<file path="config.mk">
export PLATFORM = sky130hd
export DESIGN_NAME = mini_src_control_unit_flat
export DESIGN_NICKNAME = d
export VERILOG_FILES = /design/src/rtl/mini_src_control_unit_pkg.sv /design/src/rtl/mini_src_control_unit_if.sv /design/src/rtl/mini_src_control_unit_op_decode.sv /design/src/rtl/mini_src_control_unit.sv /design/src/flat_wrapper.sv
export SDC_FILE = /design/constraint.sdc
export NUM_CORES = 1
export LEC_CHECK = 0
export ABC_AREA = 1
export BUFFER_PORTS_ARGS = -buffer_cell sky130_fd_sc_hd__buf_4
export CAP_MARGIN = 10
export CORE_MARGIN = 5
export CORE_UTILIZATION = 41
export CTS_CLUSTER_SIZE = 12
export DETAILED_ROUTE_END_ITERATION = 8
export PLACE_DENSITY_LB_ADDON = 0.3
export SYNTH_ARGS = -nofsm -noshare
export SYNTH_HDL_FRONTEND = slang
export SYNTH_SLANG_ARGS = --single-unit
export TNS_END_PERCENT = 50
</file>
<file path="constraint.sdc">
create_clock -name i_Clock -period 1.9 [get_ports i_Clock]
set_input_delay 0 -clock i_Clock [delete_from_list [all_inputs] [get_ports i_Clock]]
set_output_delay 0 -clock i_Clock [all_outputs]
set_load 0.05 [all_outputs]
</file>
<file path="src/rtl/mini_src_control_unit_pkg.sv">
// Shared constants and types for the Mini SRC hardwired control unit.
// The optional I/O port instructions are enabled with the CU_IO_EN macro.
package mini_src_pkg;

    localparam int OPC_W = 5;
    localparam int ALU_N = 13;

    localparam logic [OPC_W-1:0] OP_LD   = 5'b00000;
    localparam logic [OPC_W-1:0] OP_LDI  = 5'b00001;
    localparam logic [OPC_W-1:0] OP_ST   = 5'b00010;
    localparam logic [OPC_W-1:0] OP_ADD  = 5'b00011;
    localparam logic [OPC_W-1:0] OP_SUB  = 5'b00100;
    localparam logic [OPC_W-1:0] OP_AND  = 5'b00101;
    localparam logic [OPC_W-1:0] OP_OR   = 5'b00110;
    localparam logic [OPC_W-1:0] OP_ROR  = 5'b00111;
    localparam logic [OPC_W-1:0] OP_ROL  = 5'b01000;
    localparam logic [OPC_W-1:0] OP_SHR  = 5'b01001;
    localparam logic [OPC_W-1:0] OP_SHRA = 5'b01010;
    localparam logic [OPC_W-1:0] OP_SHL  = 5'b01011;
    localparam logic [OPC_W-1:0] OP_ADDI = 5'b01100;
    localparam logic [OPC_W-1:0] OP_ANDI = 5'b01101;
    localparam logic [OPC_W-1:0] OP_ORI  = 5'b01110;
    localparam logic [OPC_W-1:0] OP_DIV  = 5'b01111;
    localparam logic [OPC_W-1:0] OP_MUL  = 5'b10000;
    localparam logic [OPC_W-1:0] OP_NEG  = 5'b10001;
    localparam logic [OPC_W-1:0] OP_NOT  = 5'b10010;
    localparam logic [OPC_W-1:0] OP_BR   = 5'b10011;
    localparam logic [OPC_W-1:0] OP_JR   = 5'b10101;
    localparam logic [OPC_W-1:0] OP_IN   = 5'b10110;
    localparam logic [OPC_W-1:0] OP_OUT  = 5'b10111;
    localparam logic [OPC_W-1:0] OP_MFLO = 5'b11000;
    localparam logic [OPC_W-1:0] OP_MFHI = 5'b11001;
    localparam logic [OPC_W-1:0] OP_NOP  = 5'b11010;
    localparam logic [OPC_W-1:0] OP_HALT = 5'b11011;

    // Bit positions inside the one-hot AluSel vector.
    localparam logic [3:0] ALU_ADD  = 4'd0;
    localparam logic [3:0] ALU_SUB  = 4'd1;
    localparam logic [3:0] ALU_MUL  = 4'd2;
    localparam logic [3:0] ALU_DIV  = 4'd3;
    localparam logic [3:0] ALU_SHR  = 4'd4;
    localparam logic [3:0] ALU_SHRA = 4'd5;
    localparam logic [3:0] ALU_SHL  = 4'd6;
    localparam logic [3:0] ALU_ROR  = 4'd7;
    localparam logic [3:0] ALU_ROL  = 4'd8;
    localparam logic [3:0] ALU_AND  = 4'd9;
    localparam logic [3:0] ALU_OR   = 4'd10;
    localparam logic [3:0] ALU_NEG  = 4'd11;
    localparam logic [3:0] ALU_NOT  = 4'd12;

    typedef enum logic [3:0] {
        S_T0   = 4'd0,
        S_T1   = 4'd1,
        S_T2   = 4'd2,
        S_T3   = 4'd3,
        S_T4   = 4'd4,
        S_T5   = 4'd5,
        S_T6   = 4'd6,
        S_T7   = 4'd7,
        S_HALT = 4'd8
    } step_t;

    typedef enum logic [3:0] {
        CLS_NOP,
        CLS_ALU_R,
        CLS_ALU_I,
        CLS_LD,
        CLS_LDI,
        CLS_ST,
        CLS_MULDIV,
        CLS_UNARY,
        CLS_BR,
        CLS_JR,
        CLS_MFLO,
        CLS_MFHI,
        CLS_HALT,
        CLS_IN,
        CLS_OUT
    } op_class_t;

    typedef struct packed {
        logic PCout, Zlowout, Zhighout, MDRout, LOout, HIout, Cout, BAout, Rout;
        logic PCin, IRin, Yin, Zin, MARin, MDRin, LOin, HIin, CONin, Rin;
        logic Gra, Grb, Grc;
        logic IncPC, Read, RAMWrite;
`ifdef CU_IO_EN
        logic InPortout, OutPortin;
`endif
        logic [ALU_N-1:0] AluSel;
    } ctrl_t;

    // Final execute step of each instruction class; never earlier than T3.
    function automatic step_t last_step(input op_class_t opClass);
        case (opClass)
            CLS_ALU_R, CLS_ALU_I, CLS_LDI: last_step = S_T5;
            CLS_LD:                        last_step = S_T7;
            CLS_ST, CLS_MULDIV, CLS_BR:    last_step = S_T6;
            CLS_UNARY:                     last_step = S_T4;
            default:                       last_step = S_T3;
        endcase
    endfunction

endpackage

</file>
<file path="src/rtl/mini_src_control_unit_if.sv">
// Control bundle between the Mini SRC control unit (master) and its datapath (slave).
// InPortout/OutPortin exist only when CU_IO_EN is defined.
interface mini_src_control_unit_if;

    logic [31:0] IR;
    logic        CON;
    logic        Stop;

    logic PCout, Zlowout, Zhighout, MDRout, LOout, HIout, Cout, BAout, Rout;
    logic PCin, IRin, Yin, Zin, MARin, MDRin, LOin, HIin, CONin, Rin;
    logic Gra, Grb, Grc;
    logic IncPC, Read, RAMWrite;
`ifdef CU_IO_EN
    logic InPortout, OutPortin;
`endif
    logic [mini_src_pkg::ALU_N-1:0] AluSel;
    logic       Run;
    logic [2:0] Tstep;

    modport master (
        input  IR, CON, Stop,
        output PCout, Zlowout, Zhighout, MDRout, LOout, HIout, Cout, BAout, Rout,
        output PCin, IRin, Yin, Zin, MARin, MDRin, LOin, HIin, CONin, Rin,
        output Gra, Grb, Grc, IncPC, Read, RAMWrite,
`ifdef CU_IO_EN
        output InPortout, OutPortin,
`endif
        output AluSel, Run, Tstep
    );

    modport slave (
        output IR, CON, Stop,
        input  PCout, Zlowout, Zhighout, MDRout, LOout, HIout, Cout, BAout, Rout,
        input  PCin, IRin, Yin, Zin, MARin, MDRin, LOin, HIin, CONin, Rin,
        input  Gra, Grb, Grc, IncPC, Read, RAMWrite,
`ifdef CU_IO_EN
        input  InPortout, OutPortin,
`endif
        input  AluSel, Run, Tstep
    );

endinterface

</file>
<file path="src/rtl/mini_src_control_unit_op_decode.sv">
// Combinational opcode decoder: instruction class plus ALU operation index.
// Opcodes in/out decode as nop unless CU_IO_EN is defined.
module mini_src_op_decode
    import mini_src_pkg::*;
(
    input  logic [OPC_W-1:0] i_opcode,
    output op_class_t        o_opClass,
    output logic [3:0]       o_aluIdx
);

    always_comb begin
        o_opClass = CLS_NOP;
        o_aluIdx  = ALU_ADD;
        case (i_opcode)
            OP_LD:   o_opClass = CLS_LD;
            OP_LDI:  o_opClass = CLS_LDI;
            OP_ST:   o_opClass = CLS_ST;
            OP_ADD:  begin o_opClass = CLS_ALU_R;  o_aluIdx = ALU_ADD;  end
            OP_SUB:  begin o_opClass = CLS_ALU_R;  o_aluIdx = ALU_SUB;  end
            OP_AND:  begin o_opClass = CLS_ALU_R;  o_aluIdx = ALU_AND;  end
            OP_OR:   begin o_opClass = CLS_ALU_R;  o_aluIdx = ALU_OR;   end
            OP_ROR:  begin o_opClass = CLS_ALU_R;  o_aluIdx = ALU_ROR;  end
            OP_ROL:  begin o_opClass = CLS_ALU_R;  o_aluIdx = ALU_ROL;  end
            OP_SHR:  begin o_opClass = CLS_ALU_R;  o_aluIdx = ALU_SHR;  end
            OP_SHRA: begin o_opClass = CLS_ALU_R;  o_aluIdx = ALU_SHRA; end
            OP_SHL:  begin o_opClass = CLS_ALU_R;  o_aluIdx = ALU_SHL;  end
            OP_ADDI: begin o_opClass = CLS_ALU_I;  o_aluIdx = ALU_ADD;  end
            OP_ANDI: begin o_opClass = CLS_ALU_I;  o_aluIdx = ALU_AND;  end
            OP_ORI:  begin o_opClass = CLS_ALU_I;  o_aluIdx = ALU_OR;   end
            OP_DIV:  begin o_opClass = CLS_MULDIV; o_aluIdx = ALU_DIV;  end
            OP_MUL:  begin o_opClass = CLS_MULDIV; o_aluIdx = ALU_MUL;  end
            OP_NEG:  begin o_opClass = CLS_UNARY;  o_aluIdx = ALU_NEG;  end
            OP_NOT:  begin o_opClass = CLS_UNARY;  o_aluIdx = ALU_NOT;  end
            OP_BR:   o_opClass = CLS_BR;
            OP_JR:   o_opClass = CLS_JR;
`ifdef CU_IO_EN
            OP_IN:   o_opClass = CLS_IN;
            OP_OUT:  o_opClass = CLS_OUT;
`endif
            OP_MFLO: o_opClass = CLS_MFLO;
            OP_MFHI: o_opClass = CLS_MFHI;
            OP_HALT: o_opClass = CLS_HALT;
            default: o_opClass = CLS_NOP;
        endcase
    end

endmodule

</file>
<file path="src/rtl/mini_src_control_unit.sv">
// Hardwired Moore control unit sequencing the Mini SRC datapath through fetch and execute.
// Defining CU_IO_EN adds the in/out instructions and their InPortout/OutPortin strobes.
module mini_src_control_unit
    import mini_src_pkg::*;
(
    input  logic                   i_Clock,
    input  logic                   i_Clear,
    mini_src_control_unit_if.master bus
);

    step_t     r_state;
    step_t     w_nextState;
    step_t     w_lastStep;
    op_class_t w_opClass;
    logic [3:0] w_aluIdx;
    ctrl_t     w_ctrl;
    logic      w_unusedIr;

    assign w_unusedIr = ^bus.IR[31-OPC_W:0];

    mini_src_op_decode u_decode (
        .i_opcode  (bus.IR[31:32-OPC_W]),
        .o_opClass (w_opClass),
        .o_aluIdx  (w_aluIdx)
    );

    always_ff @(posedge i_Clock) begin
        if (i_Clear) begin
            r_state <= S_T0;
        end else begin
            r_state <= w_nextState;
        end
    end

    // Stop is only honoured on the final step, so instructions always complete.
    always_comb begin
        w_nextState = r_state;
        w_lastStep  = last_step(w_opClass);
        if (r_state == S_HALT) begin
            w_nextState = S_HALT;
        end else if (r_state == S_T3 && w_opClass == CLS_HALT) begin
            w_nextState = S_HALT;
        end else if (r_state == w_lastStep || r_state == S_T7) begin
            w_nextState = bus.Stop ? S_HALT : S_T0;
        end else begin
            w_nextState = step_t'(r_state + 4'd1);
        end
    end

    always_comb begin
        w_ctrl = '0;
        if (!i_Clear) begin
            case (r_state)
                S_T0: begin
                    w_ctrl.PCout = 1'b1; w_ctrl.MARin = 1'b1;
                    w_ctrl.IncPC = 1'b1; w_ctrl.Zin   = 1'b1;
                end
                S_T1: begin
                    w_ctrl.Zlowout = 1'b1; w_ctrl.PCin  = 1'b1;
                    w_ctrl.Read    = 1'b1; w_ctrl.MDRin = 1'b1;
                end
                S_T2: begin
                    w_ctrl.MDRout = 1'b1; w_ctrl.IRin = 1'b1;
                end
                S_T3: begin
                    case (w_opClass)
                        CLS_ALU_R, CLS_ALU_I: begin
                            w_ctrl.Grb = 1'b1; w_ctrl.Rout = 1'b1; w_ctrl.Yin = 1'b1;
                        end
                        CLS_LD, CLS_LDI, CLS_ST: begin
                            w_ctrl.Grb = 1'b1; w_ctrl.BAout = 1'b1; w_ctrl.Yin = 1'b1;
                        end
                        CLS_MULDIV: begin
                            w_ctrl.Gra = 1'b1; w_ctrl.Rout = 1'b1; w_ctrl.Yin = 1'b1;
                        end
                        CLS_UNARY: begin
                            w_ctrl.Grb = 1'b1; w_ctrl.Rout = 1'b1; w_ctrl.Zin = 1'b1;
                            w_ctrl.AluSel[w_aluIdx] = 1'b1;
                        end
                        CLS_BR: begin
                            w_ctrl.Gra = 1'b1; w_ctrl.Rout = 1'b1; w_ctrl.CONin = 1'b1;
                        end
                        CLS_JR: begin
                            w_ctrl.Gra = 1'b1; w_ctrl.Rout = 1'b1; w_ctrl.PCin = 1'b1;
                        end
                        CLS_MFLO: begin
                            w_ctrl.LOout = 1'b1; w_ctrl.Gra = 1'b1; w_ctrl.Rin = 1'b1;
                        end
                        CLS_MFHI: begin
                            w_ctrl.HIout = 1'b1; w_ctrl.Gra = 1'b1; w_ctrl.Rin = 1'b1;
                        end
`ifdef CU_IO_EN
                        CLS_IN: begin
                            w_ctrl.InPortout = 1'b1; w_ctrl.Gra = 1'b1; w_ctrl.Rin = 1'b1;
                        end
                        CLS_OUT: begin
                            w_ctrl.Gra = 1'b1; w_ctrl.Rout = 1'b1; w_ctrl.OutPortin = 1'b1;
                        end
`endif
                        default: ;
                    endcase
                end
                S_T4: begin
                    case (w_opClass)
                        CLS_ALU_R, CLS_MULDIV: begin
                            w_ctrl.Grc  = (w_opClass == CLS_ALU_R);
                            w_ctrl.Grb  = (w_opClass == CLS_MULDIV);
                            w_ctrl.Rout = 1'b1; w_ctrl.Zin = 1'b1;
                            w_ctrl.AluSel[w_aluIdx] = 1'b1;
                        end
                        CLS_ALU_I: begin
                            w_ctrl.Cout = 1'b1; w_ctrl.Zin = 1'b1;
                            w_ctrl.AluSel[w_aluIdx] = 1'b1;
                        end
                        CLS_LD, CLS_LDI, CLS_ST: begin
                            w_ctrl.Cout = 1'b1; w_ctrl.Zin = 1'b1;
                            w_ctrl.AluSel[ALU_ADD] = 1'b1;
                        end
                        CLS_UNARY: begin
                            w_ctrl.Zlowout = 1'b1; w_ctrl.Gra = 1'b1; w_ctrl.Rin = 1'b1;
                        end
                        CLS_BR: begin
                            w_ctrl.PCout = 1'b1; w_ctrl.Yin = 1'b1;
                        end
                        default: ;
                    endcase
                end
                S_T5: begin
                    case (w_opClass)
                        CLS_ALU_R, CLS_ALU_I, CLS_LDI: begin
                            w_ctrl.Zlowout = 1'b1; w_ctrl.Gra = 1'b1; w_ctrl.Rin = 1'b1;
                        end
                        CLS_LD, CLS_ST: begin
                            w_ctrl.Zlowout = 1'b1; w_ctrl.MARin = 1'b1;
                        end
                        CLS_MULDIV: begin
                            w_ctrl.Zlowout = 1'b1; w_ctrl.LOin = 1'b1;
                        end
                        CLS_BR: begin
                            w_ctrl.Cout = 1'b1; w_ctrl.Zin = 1'b1;
                            w_ctrl.AluSel[ALU_ADD] = 1'b1;
                        end
                        default: ;
                    endcase
                end
                S_T6: begin
                    case (w_opClass)
                        CLS_LD: begin
                            w_ctrl.Read = 1'b1; w_ctrl.MDRin = 1'b1;
                        end
                        CLS_ST: begin
                            w_ctrl.Gra = 1'b1; w_ctrl.Rout = 1'b1; w_ctrl.RAMWrite = 1'b1;
                        end
                        CLS_MULDIV: begin
                            w_ctrl.Zhighout = 1'b1; w_ctrl.HIin = 1'b1;
                        end
                        CLS_BR: begin
                            w_ctrl.Zlowout = bus.CON; w_ctrl.PCin = bus.CON;
                        end
                        default: ;
                    endcase
                end
                S_T7: begin
                    if (w_opClass == CLS_LD) begin
                        w_ctrl.MDRout = 1'b1; w_ctrl.Gra = 1'b1; w_ctrl.Rin = 1'b1;
                    end
                end
                default: ;
            endcase
        end
    end

    assign bus.PCout     = w_ctrl.PCout;
    assign bus.Zlowout   = w_ctrl.Zlowout;
    assign bus.Zhighout  = w_ctrl.Zhighout;
    assign bus.MDRout    = w_ctrl.MDRout;
    assign bus.LOout     = w_ctrl.LOout;
    assign bus.HIout     = w_ctrl.HIout;
    assign bus.Cout      = w_ctrl.Cout;
    assign bus.BAout     = w_ctrl.BAout;
    assign bus.Rout      = w_ctrl.Rout;
    assign bus.PCin      = w_ctrl.PCin;
    assign bus.IRin      = w_ctrl.IRin;
    assign bus.Yin       = w_ctrl.Yin;
    assign bus.Zin       = w_ctrl.Zin;
    assign bus.MARin     = w_ctrl.MARin;
    assign bus.MDRin     = w_ctrl.MDRin;
    assign bus.LOin      = w_ctrl.LOin;
    assign bus.HIin      = w_ctrl.HIin;
    assign bus.CONin     = w_ctrl.CONin;
    assign bus.Rin       = w_ctrl.Rin;
    assign bus.Gra       = w_ctrl.Gra;
    assign bus.Grb       = w_ctrl.Grb;
    assign bus.Grc       = w_ctrl.Grc;
    assign bus.IncPC     = w_ctrl.IncPC;
    assign bus.Read      = w_ctrl.Read;
    assign bus.RAMWrite  = w_ctrl.RAMWrite;
`ifdef CU_IO_EN
    assign bus.InPortout = w_ctrl.InPortout;
    assign bus.OutPortin = w_ctrl.OutPortin;
`endif
    assign bus.AluSel    = w_ctrl.AluSel;
    assign bus.Run       = (r_state != S_HALT);
    assign bus.Tstep     = i_Clear ? 3'd0 : r_state[2:0];

endmodule

</file>
<file path="src/flat_wrapper.sv">
// flat-port wrapper written by rule: the top's interface ports become plain ports
module mini_src_control_unit_flat import mini_src_pkg::*;
  (i_Clock, i_Clear, bus_IR, bus_CON, bus_Stop, bus_PCout, bus_Zlowout, bus_Zhighout, bus_MDRout, bus_LOout, bus_HIout, bus_Cout, bus_BAout, bus_Rout, bus_PCin, bus_IRin, bus_Yin, bus_Zin, bus_MARin, bus_MDRin, bus_LOin, bus_HIin, bus_CONin, bus_Rin, bus_Gra, bus_Grb, bus_Grc, bus_IncPC, bus_Read, bus_RAMWrite, bus_AluSel, bus_Run, bus_Tstep);
  mini_src_control_unit_if bus_i ();
  input  logic i_Clock;
  input  logic i_Clear;
  input wire logic [$bits(bus_i.IR)-1:0] bus_IR;
  input wire logic [$bits(bus_i.CON)-1:0] bus_CON;
  input wire logic [$bits(bus_i.Stop)-1:0] bus_Stop;
  output wire logic [$bits(bus_i.PCout)-1:0] bus_PCout;
  output wire logic [$bits(bus_i.Zlowout)-1:0] bus_Zlowout;
  output wire logic [$bits(bus_i.Zhighout)-1:0] bus_Zhighout;
  output wire logic [$bits(bus_i.MDRout)-1:0] bus_MDRout;
  output wire logic [$bits(bus_i.LOout)-1:0] bus_LOout;
  output wire logic [$bits(bus_i.HIout)-1:0] bus_HIout;
  output wire logic [$bits(bus_i.Cout)-1:0] bus_Cout;
  output wire logic [$bits(bus_i.BAout)-1:0] bus_BAout;
  output wire logic [$bits(bus_i.Rout)-1:0] bus_Rout;
  output wire logic [$bits(bus_i.PCin)-1:0] bus_PCin;
  output wire logic [$bits(bus_i.IRin)-1:0] bus_IRin;
  output wire logic [$bits(bus_i.Yin)-1:0] bus_Yin;
  output wire logic [$bits(bus_i.Zin)-1:0] bus_Zin;
  output wire logic [$bits(bus_i.MARin)-1:0] bus_MARin;
  output wire logic [$bits(bus_i.MDRin)-1:0] bus_MDRin;
  output wire logic [$bits(bus_i.LOin)-1:0] bus_LOin;
  output wire logic [$bits(bus_i.HIin)-1:0] bus_HIin;
  output wire logic [$bits(bus_i.CONin)-1:0] bus_CONin;
  output wire logic [$bits(bus_i.Rin)-1:0] bus_Rin;
  output wire logic [$bits(bus_i.Gra)-1:0] bus_Gra;
  output wire logic [$bits(bus_i.Grb)-1:0] bus_Grb;
  output wire logic [$bits(bus_i.Grc)-1:0] bus_Grc;
  output wire logic [$bits(bus_i.IncPC)-1:0] bus_IncPC;
  output wire logic [$bits(bus_i.Read)-1:0] bus_Read;
  output wire logic [$bits(bus_i.RAMWrite)-1:0] bus_RAMWrite;
  output wire logic [$bits(bus_i.AluSel)-1:0] bus_AluSel;
  output wire logic [$bits(bus_i.Run)-1:0] bus_Run;
  output wire logic [$bits(bus_i.Tstep)-1:0] bus_Tstep;
  assign bus_i.IR = bus_IR;
  assign bus_i.CON = bus_CON;
  assign bus_i.Stop = bus_Stop;
  assign bus_PCout = bus_i.PCout;
  assign bus_Zlowout = bus_i.Zlowout;
  assign bus_Zhighout = bus_i.Zhighout;
  assign bus_MDRout = bus_i.MDRout;
  assign bus_LOout = bus_i.LOout;
  assign bus_HIout = bus_i.HIout;
  assign bus_Cout = bus_i.Cout;
  assign bus_BAout = bus_i.BAout;
  assign bus_Rout = bus_i.Rout;
  assign bus_PCin = bus_i.PCin;
  assign bus_IRin = bus_i.IRin;
  assign bus_Yin = bus_i.Yin;
  assign bus_Zin = bus_i.Zin;
  assign bus_MARin = bus_i.MARin;
  assign bus_MDRin = bus_i.MDRin;
  assign bus_LOin = bus_i.LOin;
  assign bus_HIin = bus_i.HIin;
  assign bus_CONin = bus_i.CONin;
  assign bus_Rin = bus_i.Rin;
  assign bus_Gra = bus_i.Gra;
  assign bus_Grb = bus_i.Grb;
  assign bus_Grc = bus_i.Grc;
  assign bus_IncPC = bus_i.IncPC;
  assign bus_Read = bus_i.Read;
  assign bus_RAMWrite = bus_i.RAMWrite;
  assign bus_AluSel = bus_i.AluSel;
  assign bus_Run = bus_i.Run;
  assign bus_Tstep = bus_i.Tstep;
  mini_src_control_unit u_core (.i_Clock(i_Clock), .i_Clear(i_Clear), .bus(bus_i));
endmodule
</file>
==> Word level (Yosys, flattened, before mapping) <==
Memories as Yosys holds them, arrays and structs flattened.
Index checks and enable logic that the tools add are counted.
{ "word_totals": {"register_bits": 4, "latch_bits": 0, "ram_bits": 0, "romBits": 48, "in_bits": 36, "out_inout_bits": 42, "elab_cells": 133, "mem_count": 1} }
{ "mem_list": {"columns": ["memory", "depth", "word_bits", "rd", "rd_ports_with_merged_regs", "write_ports", "line_no", "text"], "rows": [
  ["(name not given)", 16, 3, 1, 0, 0, "mini_src_control_unit_pkg.sv:94", "case (opClass)"]
]} }
{ "classes": {"addsub": 1, "multipliers": 0, "div": 0, "n_lt_le_gt_ge": 2, "eq_ne": 45, "shift": 0, "n_mux": 59, "bitwise_logic": 0, "n_reduce_logical": 23} }
{ "op_table": {"columns": ["op", "count"], "rows": [
  ["4-bit case mux with 12 select lines", 2],
  ["5-bit by 4-bit equality test with 1-bit output, second input constant", 8],
  ["5-bit equality test, second input constant", 8],
  ["38-bit 2-to-1 mux", 1],
  ["4-bit by 3-bit equality test with 1-bit output, second input constant", 8],
  ["1-bit 2-to-1 mux", 27],
  ["4-bit equality test, second input constant", 6],
  ["12-bit case mux with 2 select lines", 1],
  ["5-bit by 3-bit equality test with 1-bit output, second input constant", 4],
  ["6-bit OR reduction", 3],
  ["4-bit by 2-bit equality test with 1-bit output, second input constant", 4],
  ["4-bit 2-to-1 mux", 4],
  ["1-bit case mux with 2 select lines", 8],
  ["3-bit OR reduction", 5],
  ["2-bit OR reduction", 7],
  ["13-bit 2-to-1 mux", 1],
  ["12-bit 2-to-1 mux", 1],
  ["1-bit case mux with 4 select lines", 3],
  ["5-bit by 2-bit equality test with 1-bit output, second input constant", 2],
  ["2-bit 2-to-1 mux", 5],
  ["1-bit case mux with 3 select lines", 3],
  ["9-bit OR reduction", 1],
  ["4-bit by 1-bit equality test with 1-bit output, second input constant", 2],
  ["5-bit by 1-bit equality test with 1-bit output, second input constant", 1],
  ["other kinds (14)", 15]
]} }

==> Longest topological paths before layout <==
{ "depth": {"ltp_word": 10, "depth_mapped": 20, "depth_no_buf": 20} }

==> Cells and area by module <==
From an unflattened synthesis, not the netlist that was laid out.
{ "hier_totals": {"hier_cells": 272, "hier_area_um2": 1481.4} }
{ "by_module_without_submodules": {"columns": ["mod", "instances", "cells_per_inst", "area_each_um2", "seq_area_each_um2"], "rows": [
  ["mini_src_control_unit", 1, 197, 1109.8, 80.1],
  ["mini_src_op_decode", 1, 75, 371.6, 0.0]
]} }

==> Worst setup path before layout <==
OpenSTA, ideal clock, no wires.
{ "synth_path": {"path_kind": "input -> output", "startpoint": "in bus_IR[31]", "endpoint": "out bus_AluSel[10]", "arrival_ps": 2754, "t_required_ps": 1900, "path_slack_ps": -854, "path_stages": 15, "path_buffers": 1, "cell_sequence": "buf_2 -> inv_2 -> nor2_1 -> o21ai_2 -> inv_2 -> a21oi_1 -> and2_1 -> inv_1 -> ha_1 -> nand2_2 -> nand2_1 -> inv_2 -> nand2_2 -> inv_2 -> nor4_1"} }
{ "synth_between": {"elab_chain_len": 10, "word_cells_on_any_way": 46, "classes_between": "order compare (2); eq/ne (27); mux (8); reduce/logical (9)"} }
{ "synth_lines": {"columns": ["item", "line_no", "text"], "rows": [
  ["start, declared", "flat_wrapper.sv:7", "input wire logic [$bits(bus_i.IR)-1:0] bus_IR;"],
  ["5-bit by 4-bit equality test with 1-bit output or 5-bit by 3-bit equality test with 1-bit output (tied branches)", "mini_src_control_unit_op_decode.sv:14", "case (i_opcode)"],
  ["2-bit OR reduction (no line)", null, null],
  ["4-bit case mux with 12 select lines", "mini_src_control_unit_op_decode.sv:14", null],
  ["4-bit by 5-bit less-than comparator with 1-bit output (not written as such) or 4-bit by 1-bit greater-or-equal comparator with 1-bit output (tied branches)", "mini_src_control_unit.sv:78, mini_src_control_unit.sv:109, mini_src_control_unit.sv:113", null],
  ["1-bit logical AND (not written as such)", "mini_src_control_unit.sv:78, mini_src_control_unit.sv:109, mini_src_control_unit.sv:113", null],
  ["1-bit 2-to-1 mux (not written as such)", "mini_src_control_unit.sv:78, mini_src_control_unit.sv:109, mini_src_control_unit.sv:113", null],
  ["1-bit demux with 4-bit select", null, null],
  ["12-bit 2-to-1 mux or 13-bit 2-to-1 mux (tied branches)", null, null],
  ["12-bit case mux with 2 select lines *", "mini_src_control_unit.sv:53", "case (r_state)"],
  ["38-bit 2-to-1 mux *", "mini_src_control_unit.sv:52", "if (!i_Clear) begin"],
  ["end, declared", "flat_wrapper.sv:35", "output wire logic [$bits(bus_i.AluSel)-1:0] bus_AluSel;"]
]} }
Every way passes the cells marked *; elsewhere a longest branch is shown, timed or not.

==> Worst setup path after layout <==
{ "layout_path": {"startpoint": "in bus_IR[28]", "endpoint": "out bus_Rin"} }
{ "layout_between": {"elab_chain_len": 8, "word_cells_on_any_way": 44, "classes_between": "eq/ne (30); mux (7); reduce/logical (7)"} }
{ "layout_lines": {"columns": ["item", "line_no", "text"], "rows": [
  ["5-bit by 4-bit equality test with 1-bit output (tied with other cells)", "mini_src_control_unit_op_decode.sv:14", null],
  ["9-bit OR reduction (no line) (tied with other cells)", null, null],
  ["4-bit case mux with 12 select lines *", "mini_src_control_unit_op_decode.sv:14", null],
  ["4-bit by 2-bit equality test with 1-bit output (tied with other cells)", "mini_src_control_unit.sv:129", "case (w_opClass)"],
  ["3-bit OR reduction or 2-bit OR reduction (tied branches)", null, null],
  ["2-bit 2-to-1 mux or 1-bit 2-to-1 mux (tied branches)", "mini_src_control_unit.sv:129, mini_src_control_unit.sv:66", null],
  ["1-bit case mux with 4 select lines *", "mini_src_control_unit.sv:53", null],
  ["38-bit 2-to-1 mux *", "mini_src_control_unit.sv:52", null],
  ["end, declared", "flat_wrapper.sv:28", "output wire logic [$bits(bus_i.Rin)-1:0] bus_Rin;"]
]} }
Marks and branches as above.

==> impl_metrics.json <==
{
  "status": "finished with violations",
  "violations": "negative setup slack",
  "crit_arrival_ns": 2.00,
  "yosysWarnings": 0,
  "final_area_mm2": 0.00291,
  "final_cells": 450,
  "cp_slowest_cell": "and2_4",
  "ir_drop_mv": 0.491,
  "r2r_cells": 8,
  "largest_reg_flops": 4,
  "synthToLayoutAreaGrowth_pct": 101,
  "gr-total-overflow": 0,
  "ios": 78,
  "hold_viol": 0,
  "p_per_area_mw_per_mm2": 439,
  "cts-htree-levels": 1,
  "die_x_um": 69.4,
  "nFillCells": 189,
  "grt_max_degree": 18,
  "fin_setup_tns_ns": -0.808,
  "cts.sinks": 4,
  "critPathCaptureType": "output pin",
  "fin_crit_sh": 1.05,
  "syn-num-nets": 325,
  "routabilityCongestion": 0.939,
  "postRouteAntennaNets": 0,
  "routed_via_density": 5.35,
  "grt_pass1_vias": 2240,
  "io_buffers": 50,
  "whs_ns": 0.0690,
  "grt_usage": 0.240,
  "insertion_delay_ns": 0.23,
  "cts_made_buffers": 3,
  "final_max_slew_viol_count": 0,
  "vias": 2407,
  "tritoncts": "built",
  "die_y_um": 69.4,
  "core_mm2": 0.00336,
  "regMostFlops": "u_core.r_state",
  "wl_um": 6490,
  "layout-drive-gt1-share": 0.557,
  "start_kind": "input pin",
  "diodes": 0,
  "synth_cell_types": 34,
  "worstPathRequired_ns": 1.90,
  "path_max_fanout": 5,
  "first_iter_violations": 142,
  "crit_path_max_incr_delay_ns": 0.19,
  "worstMarginPinSlew_ns": 0.433,
  "core.rowCount": 21,
  "drt_first_pass_iters": 5,
  "clock_skew_ns": 0.00581,
  "initial_utilization": 0.430,
  "drv_cap": 0,
  "setup_viol": 15,
  "r2r-start": "u_core.r_state[0]$_SDFF_PP0_",
  "min-delay-start": "bus_Stop",
  "synth.ff_latch_count": 4,
  "post-place-ws_ns": -0.213,
  "syn_avg_cell_area_um2": 5.15,
  "largest_registers": "u_core.r_state: 4 flops",
  "dp_hpwl_um": 4670,
  "clkTransAtPathRegs_ns": 0.04,
  "synthCells": 281,
  "slew_headroom": 0.709,
  "grt_pass1_wl_um": 9930,
  "dieArea_mm2": 0.00482,
  "grt_setup_unrepaired": "true",
  "hold_class": "in -> reg",
  "drc": 0,
  "max_freq_ghz": 0.499,
  "antenna_found_initial": 0,
  "cts_max_path_buffers": 2,
  "cts-root-buf": "clkbuf_4",
  "final.min_clock_period_ns": 2.00,
  "fin_nets": 450,
  "layout_setup_ws_ns": -0.102,
  "criticalPathCategory": "in -> out",
  "placed_cell_area_mm2": 0.00252,
  "min_path_cells": 5,
  "wl_per_cell_um": 14.4,
  "r2r_slack_ns": 0.45,
  "holdBufCountCts": 0,
  "cp_cell_sequence": "buf_12 > inv_2 > buf_4 > o21ai_4 > inv_2 > a21oi_2 > and2_4 > inv_4 > ha_4 > nand2_2 > nand2_1 > a21oi_2 > nor2_1 > nor2_1 > nand2_1 > o21ai_1 > inv_1 > buf_4",
  "place_inst": 438,
  "hold_end": "u_core.r_state[3]$_SDFF_PP0_",
  "reg2reg_to": "u_core.r_state[0]$_SDFF_PP0_",
  "p_leak_nw": 1.50,
  "netlist_area_mm2": 0.00145,
  "synth-seq-area-share": 0.0554
}
[per-stage QoR]
step	utilization	power, mW
floorplan	-	0.693
global placement	0.750	1.02
detailed placement	0.750	1.03
CTS	0.823	1.20
global route	0.864	1.37
finish	0.864	1.28
[layout by cell type (no fill, tap or decap), types with 4 or more instances in the layout]
cell and n:
nand2_2 12, nor3_1 4, a21oi_1 5, inv_2 14
nand3_1 24, nand2_1 46, nand4_1 8, nand2_4 7
o21ai_1 4, nor2_4 13, nor2_1 33, nor2_2 13
o21ai_0 7, buf_6 19, inv_1 38, a21oi_2 5
buf_4 104
[worst max-delay path by stage]
stage               slack, ns                    startpoint        endpoint
CTS                     -0.04                    bus_IR[28]  bus_AluSel[11]
detailed placement      -0.21                    bus_IR[28]   bus_AluSel[4]
finish                  -0.10                    bus_IR[28]         bus_Rin
floorplan               -0.29  u_core.r_state[0]$_SDFF_PP0_         bus_Grb
global route            -0.20                    bus_IR[30]  bus_AluSel[11]
global placement        -0.18                    bus_IR[28]  bus_AluSel[11]
[worst max-delay path: cells and delay by family]
kind                     cells  cell delay (ns)
AND/OR/NAND/NOR              6             0.63
AO/OA/AOI/OAI                4             0.55
adder cells (fa/ha/maj)      1             0.17
buffers and inverters        7             0.63
[synth_stat cells, drive strengths merged]
| master | n | area [um2] |
|---|---|---|
| a21oi | 10 | 53.8 |
| a221oi | 2 | 17.5 |
| a311oi | 1 | 8.76 |
| and2 | 2 | 12.5 |
| buf | 3 | 20.0 |
| clkbuf | 2 | 7.51 |
| dfxtp | 4 | 80.1 |
| ha | 8 | 100 |
| inv | 57 | 214 |
| nand2 | 66 | 265 |
| nand3 | 27 | 153 |
| nand4 | 9 | 62.6 |
| nor2 | 59 | 244 |
| nor3 | 4 | 20.0 |
| nor4 | 3 | 18.8 |
| nor4b | 2 | 30.0 |
| o21ai | 15 | 78.8 |
| o21bai | 2 | 26.3 |
| o22ai | 2 | 12.5 |
| or2 | 2 | 12.5 |
| xor2 | 1 | 8.76 |
[power breakdown]
| group | internal, mW | switching (mW) | leakage [nW] | total, mW |
|---|---|---|---|---|
| clock network | 0.0703 | 0.0297 | 0.0138 | 0.100 |
| logic | 0.411 | 0.647 | 1.45 | 1.06 |
| registers | 0.0999 | 0.0170 | 0.0335 | 0.117 |
[kinds of logic (layout without fill, tap and decap cells)]
kind of cell / Yosys count / in the layout / share of synthesized area
adders and majority gates: 8 / 8 / 0.0692
DFF: 4 / 4 / 0.0554
AOI/OAI and AO/OA: 32 / 32 / 0.137
and+or+nand+nor: 174 / 174 / 0.566
buffers and inverters: 62 / 185 / 0.167
xor gates and xnor gates: 1 / 1 / 0.00606
[area by class of cell]
| type | count | area, um2 | share of cell area |
|---|---|---|---|
| Multi-Input combinational cell | 215 | 1470 | 0.507 |
| Timing Repair Buffer | 125 | 1030 | 0.354 |
| Inverter | 57 | 241 | 0.0831 |
| Sequential cell | 4 | 82.6 | 0.0284 |
| Tap cell | 46 | 57.6 | 0.0198 |
| Clock buffer | 3 | 22.5 | 0.00775 |
[timing repair]
item,in CTS,in global routing
endpoints found under the setup margin,18,27
resized for setup,54,33
buffers inserted,6,3
cloned,0,0
pin swaps,20,11
[metal layers]
metal,routed length [um],vias up,track usage
li1,-,1141,-
met1,2550,1108,0.288
met2,3250,136,0.444
met3,491,22,0.0333
met4,194,0,0.0586
met5,0,-,0
(Power assumes the default switching activity.)
